[src/rtl/io_ctrl_pkg.sv]
// io_ctrl_pkg: shared status-word layout, default status address and the status word builder.
package io_ctrl_pkg;
    localparam int STATUS_BUSY_BIT  = 0;
    localparam int STATUS_FULL_BIT  = 1;
    localparam int STATUS_OVF_BIT   = 2;
    localparam int STATUS_LEVEL_LSB = 4;
    localparam int STATUS_LEVEL_W   = 5;
    localparam int ENTRY_W          = 36;
    localparam logic [3:0] DEFAULT_STATUS_ADDR = 4'hF;

    function automatic logic [31:0] status_word(input logic busy, input logic full, input logic ovf,
                                                input logic [STATUS_LEVEL_W-1:0] lvl);
        status_word = '0;
        status_word[STATUS_BUSY_BIT] = busy;
        status_word[STATUS_FULL_BIT] = full;
        status_word[STATUS_OVF_BIT] = ovf;
        status_word[STATUS_LEVEL_LSB +: STATUS_LEVEL_W] = lvl;
    endfunction
endpackage

[src/rtl/io_write_scheduler_if.sv]
// io_write_scheduler_if: peripheral write bus with valid/ready handshake and read-data return.
//   master (scheduler): drives PerValid/PerAddr/PerData, receives PerReady/PerRdData
//   slave  (peripheral): the mirror image
interface io_write_scheduler_if;
    logic        PerValid;
    logic [3:0]  PerAddr;
    logic [31:0] PerData;
    logic        PerReady;
    logic [31:0] PerRdData;

    modport master (output PerValid, output PerAddr, output PerData, input PerReady, input PerRdData);
    modport slave  (input PerValid, input PerAddr, input PerData, output PerReady, output PerRdData);
endinterface

[src/rtl/io_fifo.sv]
// io_fifo: synchronous FIFO, head presented from registered storage.
//   CLK/RESET: clock, sync active-high reset
//   push/din: write an entry (ignored when full unless popping the same cycle)
//   pop: retire the head (ignored when empty)
//   dout: head entry; count/full/empty: occupancy
module io_fifo #(
    parameter int DEPTH = 4,
    parameter int WIDTH = 36
) (
    input  logic                       CLK,
    input  logic                       RESET,
    input  logic                       push,
    input  logic                       pop,
    input  logic [WIDTH-1:0]           din,
    output logic [WIDTH-1:0]           dout,
    output logic [$clog2(DEPTH+1)-1:0] count,
    output logic                       full,
    output logic                       empty
);
    localparam int AW = $clog2(DEPTH);
    localparam int CW = $clog2(DEPTH+1);

    logic [WIDTH-1:0] mem_q [DEPTH];
    logic [WIDTH-1:0] mem_d [DEPTH];
    logic [AW-1:0]    wr_ptr_q, wr_ptr_d, rd_ptr_q, rd_ptr_d;
    logic [CW-1:0]    count_q, count_d;
    logic             do_push, do_pop;

    always_comb begin
        do_pop = pop && !empty;
        do_push = push && (!full || do_pop);
        mem_d = mem_q;
        if (do_push) mem_d[wr_ptr_q] = din;
        wr_ptr_d = do_push ? wr_ptr_q + 1'b1 : wr_ptr_q;
        rd_ptr_d = do_pop ? rd_ptr_q + 1'b1 : rd_ptr_q;
        count_d = count_q + CW'(do_push) - CW'(do_pop);
    end

    always_ff @(posedge CLK) begin
        if (RESET) begin
            wr_ptr_q <= '0;
            rd_ptr_q <= '0;
            count_q <= '0;
        end else begin
            wr_ptr_q <= wr_ptr_d;
            rd_ptr_q <= rd_ptr_d;
            count_q <= count_d;
        end
    end

    always_ff @(posedge CLK) mem_q <= mem_d;

    assign dout = mem_q[rd_ptr_q];
    assign count = count_q;
    assign full = count_q == CW'(DEPTH);
    assign empty = count_q == '0;
endmodule

[src/rtl/io_write_scheduler.sv]
// io_write_scheduler: buffers single-cycle CPU I/O writes and replays them over a valid/ready bus.
//   CLK/RESET: clock, sync active-high reset
//   IOWriteEn/IOAddr/IOWriteData: CPU write port; STATUS_ADDR writes are local (bit 2 clears overflow)
//   IOReadData: status word at STATUS_ADDR, otherwise peripheral read data
//   per: peripheral bus (master side)
module io_write_scheduler
    import io_ctrl_pkg::*;
#(
    parameter int         DEPTH       = 4,
    parameter logic [3:0] STATUS_ADDR = DEFAULT_STATUS_ADDR
) (
    input  logic                 CLK,
    input  logic                 RESET,
    input  logic                 IOWriteEn,
    input  logic [3:0]           IOAddr,
    input  logic [31:0]          IOWriteData,
    output logic [31:0]          IOReadData,
    io_write_scheduler_if.master per
);
    localparam int CW = $clog2(DEPTH+1);

    logic [ENTRY_W-1:0] head;
    logic [CW-1:0]      count;
    logic               full, empty, is_status, push_req, push, pop;
    logic               overflow_q, overflow_d;

    io_fifo #(.DEPTH(DEPTH), .WIDTH(ENTRY_W)) u_fifo (
        .CLK(CLK),
        .RESET(RESET),
        .push(push),
        .pop(pop),
        .din({IOAddr, IOWriteData}),
        .dout(head),
        .count(count),
        .full(full),
        .empty(empty)
    );

    // A full FIFO still accepts when the head retires in the same cycle.
    always_comb begin
        is_status = IOAddr == STATUS_ADDR;
        push_req = IOWriteEn && !is_status;
        pop = !empty && per.PerReady;
        push = push_req && (!full || pop);
        overflow_d = (push_req && !push) ? 1'b1 :
                     (IOWriteEn && is_status && IOWriteData[STATUS_OVF_BIT]) ? 1'b0 : overflow_q;
        IOReadData = is_status ? status_word(!empty, full, overflow_q, STATUS_LEVEL_W'(count)) : per.PerRdData;
    end

    always_ff @(posedge CLK) begin
        if (RESET) overflow_q <= 1'b0;
        else overflow_q <= overflow_d;
    end

    assign per.PerValid = !empty;
    assign {per.PerAddr, per.PerData} = head;
endmodule

[src/flat_wrapper.sv]
// flat-port wrapper written by rule: the top's interface ports become plain ports
module io_write_scheduler_flat import io_ctrl_pkg::*;
#(
    parameter int         DEPTH       = 4,
    parameter logic [3:0] STATUS_ADDR = DEFAULT_STATUS_ADDR
)
  (CLK, RESET, IOWriteEn, IOAddr, IOWriteData, IOReadData, per_PerValid, per_PerAddr, per_PerData, per_PerReady, per_PerRdData);
  io_write_scheduler_if per_i ();
  input  logic CLK;
  input  logic RESET;
  input  logic IOWriteEn;
  input  logic [3:0] IOAddr;
  input  logic [31:0] IOWriteData;
  output logic [31:0] IOReadData;
  output wire logic [$bits(per_i.PerValid)-1:0] per_PerValid;
  output wire logic [$bits(per_i.PerAddr)-1:0] per_PerAddr;
  output wire logic [$bits(per_i.PerData)-1:0] per_PerData;
  input wire logic [$bits(per_i.PerReady)-1:0] per_PerReady;
  input wire logic [$bits(per_i.PerRdData)-1:0] per_PerRdData;
  assign per_PerValid = per_i.PerValid;
  assign per_PerAddr = per_i.PerAddr;
  assign per_PerData = per_i.PerData;
  assign per_i.PerReady = per_PerReady;
  assign per_i.PerRdData = per_PerRdData;
  io_write_scheduler #(.DEPTH(DEPTH), .STATUS_ADDR(STATUS_ADDR)) u_core (.CLK(CLK), .RESET(RESET), .IOWriteEn(IOWriteEn), .IOAddr(IOAddr), .IOWriteData(IOWriteData), .IOReadData(IOReadData), .per(per_i));
endmodule
[config.mk]
export PLATFORM = sky130hd
export DESIGN_NAME = io_write_scheduler_flat
export DESIGN_NICKNAME = d
export VERILOG_FILES = /design/src/rtl/io_ctrl_pkg.sv /design/src/rtl/io_write_scheduler_if.sv /design/src/rtl/io_fifo.sv /design/src/rtl/io_write_scheduler.sv /design/src/flat_wrapper.sv
export SDC_FILE = /design/constraint.sdc
export NUM_CORES = 1
export LEC_CHECK = 0
export CAP_MARGIN = 0
export CORE_MARGIN = 5
export CORE_UTILIZATION = 49
export DETAILED_ROUTE_END_ITERATION = 8
export PLACE_DENSITY = 0.85
export SKIP_CTS_REPAIR_TIMING = 1
export SLEW_MARGIN = 20
export SYNTH_ARGS = -nofsm -noshare
export SYNTH_HDL_FRONTEND = slang
export SYNTH_SLANG_ARGS = --single-unit
[constraint.sdc]
create_clock -name CLK -period 2.85 [get_ports CLK]
set_input_delay 0.57 -clock CLK [delete_from_list [all_inputs] [get_ports CLK]]
set_output_delay 0.57 -clock CLK [all_outputs]
set_load 0.05 [all_outputs]
==> results of run 1 <==
## cells by family (layout without fill, tap and decap cells)
kind of cell / Yosys count / in the layout / synth area share
muxes: 40 / 40 / 0.145
AOI/OAI and AO/OA: 8 / 8 / 0.00888
and+or+nand+nor: 50 / 50 / 0.0484
DFF: 152 / 152 / 0.758
xor gates and xnor gates: 4 / 4 / 0.00592
buffers and inverters: 24 / 198 / 0.0173
adders and majority gates: 7 / 7 / 0.0161
## layout make-up
cell class              count  area, µm²
inverters                   9       33.8
clock buffers              17        425
fillers                   760       3800
repair buffers            157       1460
clock inverters            15        188
well taps                 147        184
multi-input cells         109       1330
flip-flops and latches    152       4490
## cell usage in the layout, fill, tap and decap left out, types with 4 or more instances in the layout
cell,count
sky130_fd_sc_hd__and2_1,26
sky130_fd_sc_hd__and2_2,4
sky130_fd_sc_hd__buf_12,8
sky130_fd_sc_hd__buf_4,77
sky130_fd_sc_hd__clkbuf_16,17
sky130_fd_sc_hd__clkdlybuf4s50_1,72
sky130_fd_sc_hd__dfxtp_1,6
sky130_fd_sc_hd__edfxtp_1,144
sky130_fd_sc_hd__ha_1,6
sky130_fd_sc_hd__inv_1,9
sky130_fd_sc_hd__inv_6,6
sky130_fd_sc_hd__mux4_2,36
sky130_fd_sc_hd__nand2_1,5
sky130_fd_sc_hd__nor2_1,6
## flip-flops by register name, indices dropped and copies added, names as in the netlist
register,cells
u_core.overflow_q,1
u_core.u_fifo.wr_ptr_q,2
u_core.u_fifo.mem_q,144
u_core.u_fifo.rd_ptr_q,2
u_core.u_fifo.count,3
## routing by layer
| metal | GRT usage | vias up | wire length [µm] |
|---|---|---|---|
| met2 | 0.299 | 147 | 5900 |
| li1 | - | 1461 | - |
| met5 | 0 | - | 0 |
| met3 | 0.0556 | 14 | 884 |
| met1 | 0.208 | 1612 | 4850 |
| met4 | 0.0515 | 0 | 115 |
## critical path, stage by stage
cell	delay [ns]
sky130_fd_sc_hd__clkdlybuf4s50_1	0.59
sky130_fd_sc_hd__nand4_1	0.15
sky130_fd_sc_hd__buf_4	0.25
sky130_fd_sc_hd__o21ai_0	0.35
sky130_fd_sc_hd__buf_12	0.19
## through the flow
step           cell area (µm²)  instances
2_1_floorplan             5920        285
3_3_place_gp              7500        574
3_5_place_dp              7500        574
4_1_cts                   8110        606
5_1_grt                   8110        606
6_report                  8110        606
## final timing paths
check / from / to / slack (ns)
setup / recovery: IOAddr[0] / IOReadData[1] / 0.17
hold / removal: u_core.overflow_q / u_core.overflow_q / 0.55
setup reg to reg: u_core.u_fifo.count[1] / u_core.u_fifo.count[2] / 0.33
hold reg to reg: u_core.overflow_q / u_core.overflow_q / 0.55
## power breakdown
part | leakage, µW | internal, µW | switching, µW
Combinational | 0.00117 | 890 | 1430
Clock | 0.000303 | 1400 | 884
Sequential | 0.00139 | 2640 | 72.6
==> reports/qor.csv, run 1 <==
metric,value,unit
netlist_top_cells_area,"sky130_fd_sc_hd__edfxtp_1 73%, sky130_fd_sc_hd__mux4_2 14%, sky130_fd_sc_hd__and2_1 3.2%, sky130_fd_sc_hd__dfxtp_1 2.7%, sky130_fd_sc_hd__ha_1 1.3%",
syn_nets,364,
floorplan.rows,40,
run_status,finished clean,
synth_top_cell_area_share,0.731,
post-synth-top-count-cell,sky130_fd_sc_hd__edfxtp_1,
grt_first_pass_wirelength,18.7,mm
max_cap_viol_count,0,
clk_transition_reported_paths,0.06,ns
setup_ws,0.175,ns
path_max_fanout,37,
synth.avg_cell_area,20.8,µm²
ys_seq_elements,152,
final.setup_skew,0.00610,ns
post_synth_most_frequent_cells,"144 x sky130_fd_sc_hd__edfxtp_1, 36 x sky130_fd_sc_hd__mux4_2, 30 x sky130_fd_sc_hd__and2_1",
relSlewSlack,0.664,
place_congestion,0.828,
p_leak,0.00286,µW
cts-htree-levels,4,
period_share,0.939,
routed_via_density,5.34,
die_width,120,µm
fmax,0.374,GHz
hpwlAfterDp,7.87,mm
post_synth_inst_count,285,
timing.critical_path.from_type,input pin,
post_synth_edffs,144,
fraction_of_synthesis_flops_using_an_asynchronous_set_or_reset_pin,0,
clock_tree.root_cell,sky130_fd_sc_hd__clkbuf_16,
routed_wl,11.7,mm
synth_sequential_area_ratio,0.758,
power_density,902,nW/µm²
worstSkewPairLatency,0.41,ns
die_h,120,µm
dr.first_iter.drc_count,201,
pre_cts_ws,-0.238,ns
number_of_sinks_driven_by_the_clock_tree,152,
layout_net_count,525,
insertedDiodeCount,0,
ys_warn_count,0,
detailedRoute.firstPassIterationCount,4,
vias,3234,
synth_largest_area_cell,sky130_fd_sc_hd__edfxtp_1,
synthesis.area,5920,µm²
hold_path.class,reg2reg,
critical_path_class,in2out,
boundaryPins,141,
rsz0062_at_grt,false,
tritoncts_clock_tree,yes,
route.detailed.drc,0,
number_of_buffers_created_by_cts,17,
layout-drive-gt1-share,0.355,
fin_util,0.681,
final.setup.tns,0,ns
grt_max_degree,38,
floorplan.die_area,14400,µm²
max-vdd-ir-drop,0.000450,V
worstSetupEndpointType,primary output,
cts.path.max_buffers,2,
synth.lib_cells_used.distinct,27,
register_to_register_path_depth,10,
core-area,11900,µm²
wl_per_cell,19.4,µm
fin_hold_ws,0.550,ns
finalCriticalPeriod,2.68,ns
final-hold-violation-count,0,
crit_arrival,2.11,ns
groute.usage.overall,0.173,
setup_viol,0,
maxSlewViolCount,0,
cp.required,2.28,ns
number_of_antenna_violations_at_the_first_check_in_global_routing,0,
grt_remaining_overflow,0,
flow.area_growth_from_synthesis,37.1,%
start_util,0.497,
ant_nets,0,
worstMarginPinSlew,0.503,ns
fin_total_pwr,7310,µW
portBuffers,140,
timing.hold.worst_path_depth,2,
ys_dominant_reg_cell,sky130_fd_sc_hd__edfxtp_1,
grt_pass1_vias,3550,
No activity file was read; power rests on OpenSTA's default activity.
==> run 2: changes to the inputs <==
Settings changed: ABC_AREA set to 1, CORE_UTILIZATION 49 to 50, HOLD_SLACK_MARGIN set to 0.05, PLACE_DENSITY 0.85 to 0.86.
==> run 2 against run 1 <==
Worst hold slack worse by 0.067 ns; flip-flop and latch count unchanged; core utilization is 0.79 points higher; critical path type unchanged; highest routed layer unchanged; register-to-register slack gained 0.50 ns.
==> reports/qor.csv, run 2 <==
metric,value,unit
run_status,finished clean,
rsz0062_at_grt,false,
vias,4310,
synth_fa_ha_area_frac,0.0154,
max_cap_viol_count,0,
path_max_fanout,20,
layout_net_count,721,
synth_mux_area_frac,0,
switching_power,2650,µW
worstMarginPinSlew,0.558,ns
placed_area,7710,µm²
number_of_antenna_violations_at_the_first_check_in_global_routing,0,
power_density,890,nW/µm²
groute.usage.overall,0.194,
pwr-share-seq,0.369,
final.setup_skew,0.00503,ns
worst_path_largest_cell_delay,0.49,ns
crit_chain,clkdlybuf4s50_1 -> nand2_1 -> nor2_4 -> buf_4 -> nor2_1 -> a31oi_1 -> buf_12,
synthesis.area,6170,µm²
worstSkewPairLatency,0.41,ns
ys_warn_count,0,
detailedRoute.firstPassIterationCount,5,
post_layout_nonfiller_instances,823,
dr.first_iter.drc_count,288,
number_of_buffers_created_by_cts,17,
worstSetupEndpointType,primary output,
timing.critical_path.from_type,input pin,
pwr-share-comb,0.326,
final.setup.tns,0,ns
tritoncts_clock_tree,yes,
syn_nets,569,
relSlewSlack,0.628,
grt_remaining_overflow,0,
xor_xnor_share_of_the_synthesized_area,0.00426,
fmax,0.380,GHz
largest_reg_flops,144,
fin_util,0.689,
cts-htree-levels,4,
insertedDiodeCount,0,
setup_viol,0,
max_flop_register,u_core.u_fifo.mem_q,
boundaryPins,141,
floorplan.die_area,14700,µm²
maxSlewViolCount,0,
post_synth_most_frequent_cells,"144 x sky130_fd_sc_hd__edfxtp_1, 110 x sky130_fd_sc_hd__nor2_1, 45 x sky130_fd_sc_hd__inv_1",
routed_via_density,5.24,
synth_compound_area_frac,0.102,
sw_frac_of_total,0.358,
core-area,12100,µm²
synth.avg_cell_area,12.6,µm²
p_int,4750,µW
synth_top_family_by_area,compound AO/OA/AOI/OAI gates,
ys_seq_elements,152,
flow.area_growth_from_synthesis,34.6,%
timing.critical_path.from,IOAddr[3],
post_synth_inst_count,490,
ant_nets,0,
mostFrequentLayoutCell,sky130_fd_sc_hd__edfxtp_1,
synth_top_cell_area_share,0.700,
critical_path_class,in2out,
synth_simple_gate_area_share,0.0898,
portBuffers,140,
fin_hold_ws,0.483,ns
routed_wl,14.1,mm
die_width,121,µm
crit_family,buffers and inverters,
grt_pass1_vias,4563,
number_of_sinks_driven_by_the_clock_tree,152,
grt_max_degree,74,
p_leak,0.00314,µW
clock_tree.root_cell,sky130_fd_sc_hd__clkbuf_16,
rr_startpoint,u_core.u_fifo.count[1],
floorplan.rows,40,
layout-drive-gt1-share,0.197,
crit_arrival,2.06,ns
route.detailed.drc,0,
ys_dominant_reg_cell,sky130_fd_sc_hd__edfxtp_1,
mostFrequentLayoutCells,"144 x sky130_fd_sc_hd__edfxtp_1, 106 x sky130_fd_sc_hd__nor2_1, 76 x sky130_fd_sc_hd__buf_4, 72 x sky130_fd_sc_hd__clkdlybuf4s50_1, 45 x sky130_fd_sc_hd__inv_1",
fraction_of_synthesis_flops_using_an_asynchronous_set_or_reset_pin,0,
crit_buf_inv,3,
max-vdd-ir-drop,0.000419,V
period_share,0.924,
placedCellCount,791,
postLayoutCellArea,8310,µm²
cts.path.max_buffers,2,
die_h,121,µm
finalCriticalPeriod,2.63,ns
hp-start,u_core.overflow_q,
hpwlAfterDp,8.69,mm
clk_transition_reported_paths,0.06,ns
synth_sequential_area_ratio,0.726,
grt_first_pass_wirelength,22.0,mm
hold_path.class,reg2reg,
place_congestion,0.826,
start_util,0.512,
synth.lib_cells_used.distinct,25,
final-hold-violation-count,0,
synth_largest_area_cell,sky130_fd_sc_hd__edfxtp_1,
post_synth_edffs,144,
cp.required,2.28,ns
pwr-share-clk,0.304,
wl_per_cell,17.1,µm
netlist_top_cells_area,"sky130_fd_sc_hd__edfxtp_1 70%, sky130_fd_sc_hd__nor2_1 6.7%, sky130_fd_sc_hd__o22ai_1 3.6%, sky130_fd_sc_hd__o21ai_0 3.2%, sky130_fd_sc_hd__o21ai_1 3.0%",
crit_slowest_cell,sky130_fd_sc_hd__clkdlybuf4s50_1,
post-synth-top-count-cell,sky130_fd_sc_hd__edfxtp_1,
[run 2: changes by cell type after synthesis, moves of 4 or more]
cell and change:
sky130_fd_sc_hd__nor2_1 +104, sky130_fd_sc_hd__o21ai_1 +37, sky130_fd_sc_hd__inv_1 +36, sky130_fd_sc_hd__mux4_2 -36
sky130_fd_sc_hd__o21ai_0 +36, sky130_fd_sc_hd__o22ai_1 +36, sky130_fd_sc_hd__and2_1 -30, sky130_fd_sc_hd__nand2_1 +16
sky130_fd_sc_hd__buf_6 +10, sky130_fd_sc_hd__clkbuf_1 -5, sky130_fd_sc_hd__buf_4 +4
[run 2: worst paths after layout]
kind / depth (start not counted) / to / slack, ns
setup / recovery: 7 / IOReadData[0] / 0.22
hold / removal: 2 / u_core.overflow_q / 0.48
setup reg to reg: 9 / u_core.u_fifo.count[2] / 0.83
hold reg to reg: 2 / u_core.overflow_q / 0.48
[run 2: cell type report]
class / instances / area, µm²
Multi-Input combinational cell: 266 / 1340
Inverter: 47 / 181
Timing Repair Buffer: 158 / 1490
Clock buffer: 18 / 429
Sequential cell: 152 / 4490
Clock inverter: 14 / 173
Tap cell: 168 / 210
Fill cell: 849 / 3750
[run 2: power by group through the flow]
stage / clock, µW / combinational [µW] / sequential [µW]
final: 2250 / 2410 / 2730
after global routing: 2400 / 2570 / 2750
after CTS: 2280 / 2430 / 2730
after detailed placement: 0 / 2420 / 2770
after global placement: 0 / 2370 / 2770
after floorplan: 0 / 1700 / 2740
[run 2: cells by family (layout without fill, tap and decap cells)]
logic type      after synthesis  count (layout)
compound gates              117             117
xor+xnor                      3               3
fa+ha+maj                     7               7
buf+inv                      72             237
flops                       152             152
simple gates                139             139
[run 2: worst min-delay path, stage by stage (launching register included)]
cell and delay, ns:
sky130_fd_sc_hd__dfxtp_1 0.32, sky130_fd_sc_hd__nand2_1 0.07, sky130_fd_sc_hd__a21oi_1 0.05
[run 2: layer usage]
metal	vias up	GRT usage	wire length, µm	share of wire
met3	13	0.0676	992	0.070
met4	0	0.0574	161	0.011
met1	2104	0.217	5470	0.39
li1	2029	-	-	-
met2	164	0.348	7460	0.53
met5	-	0	0	0
[run 2: per-stage QoR]
step                      power, µW  worst slack [ns]
after global routing           7710             0.113
final                          7390             0.216
after CTS                      7440             0.200
after global placement         5140             0.141
after floorplan                4440            -0.142
after detailed placement       5190            0.0570
==> run 3: changes to the inputs <==
Settings changed: SKIP_LAST_GASP set to 1.
==> results of run 3 <==
Same layout as run 2: the final DEF is identical, and so are final timing and power.
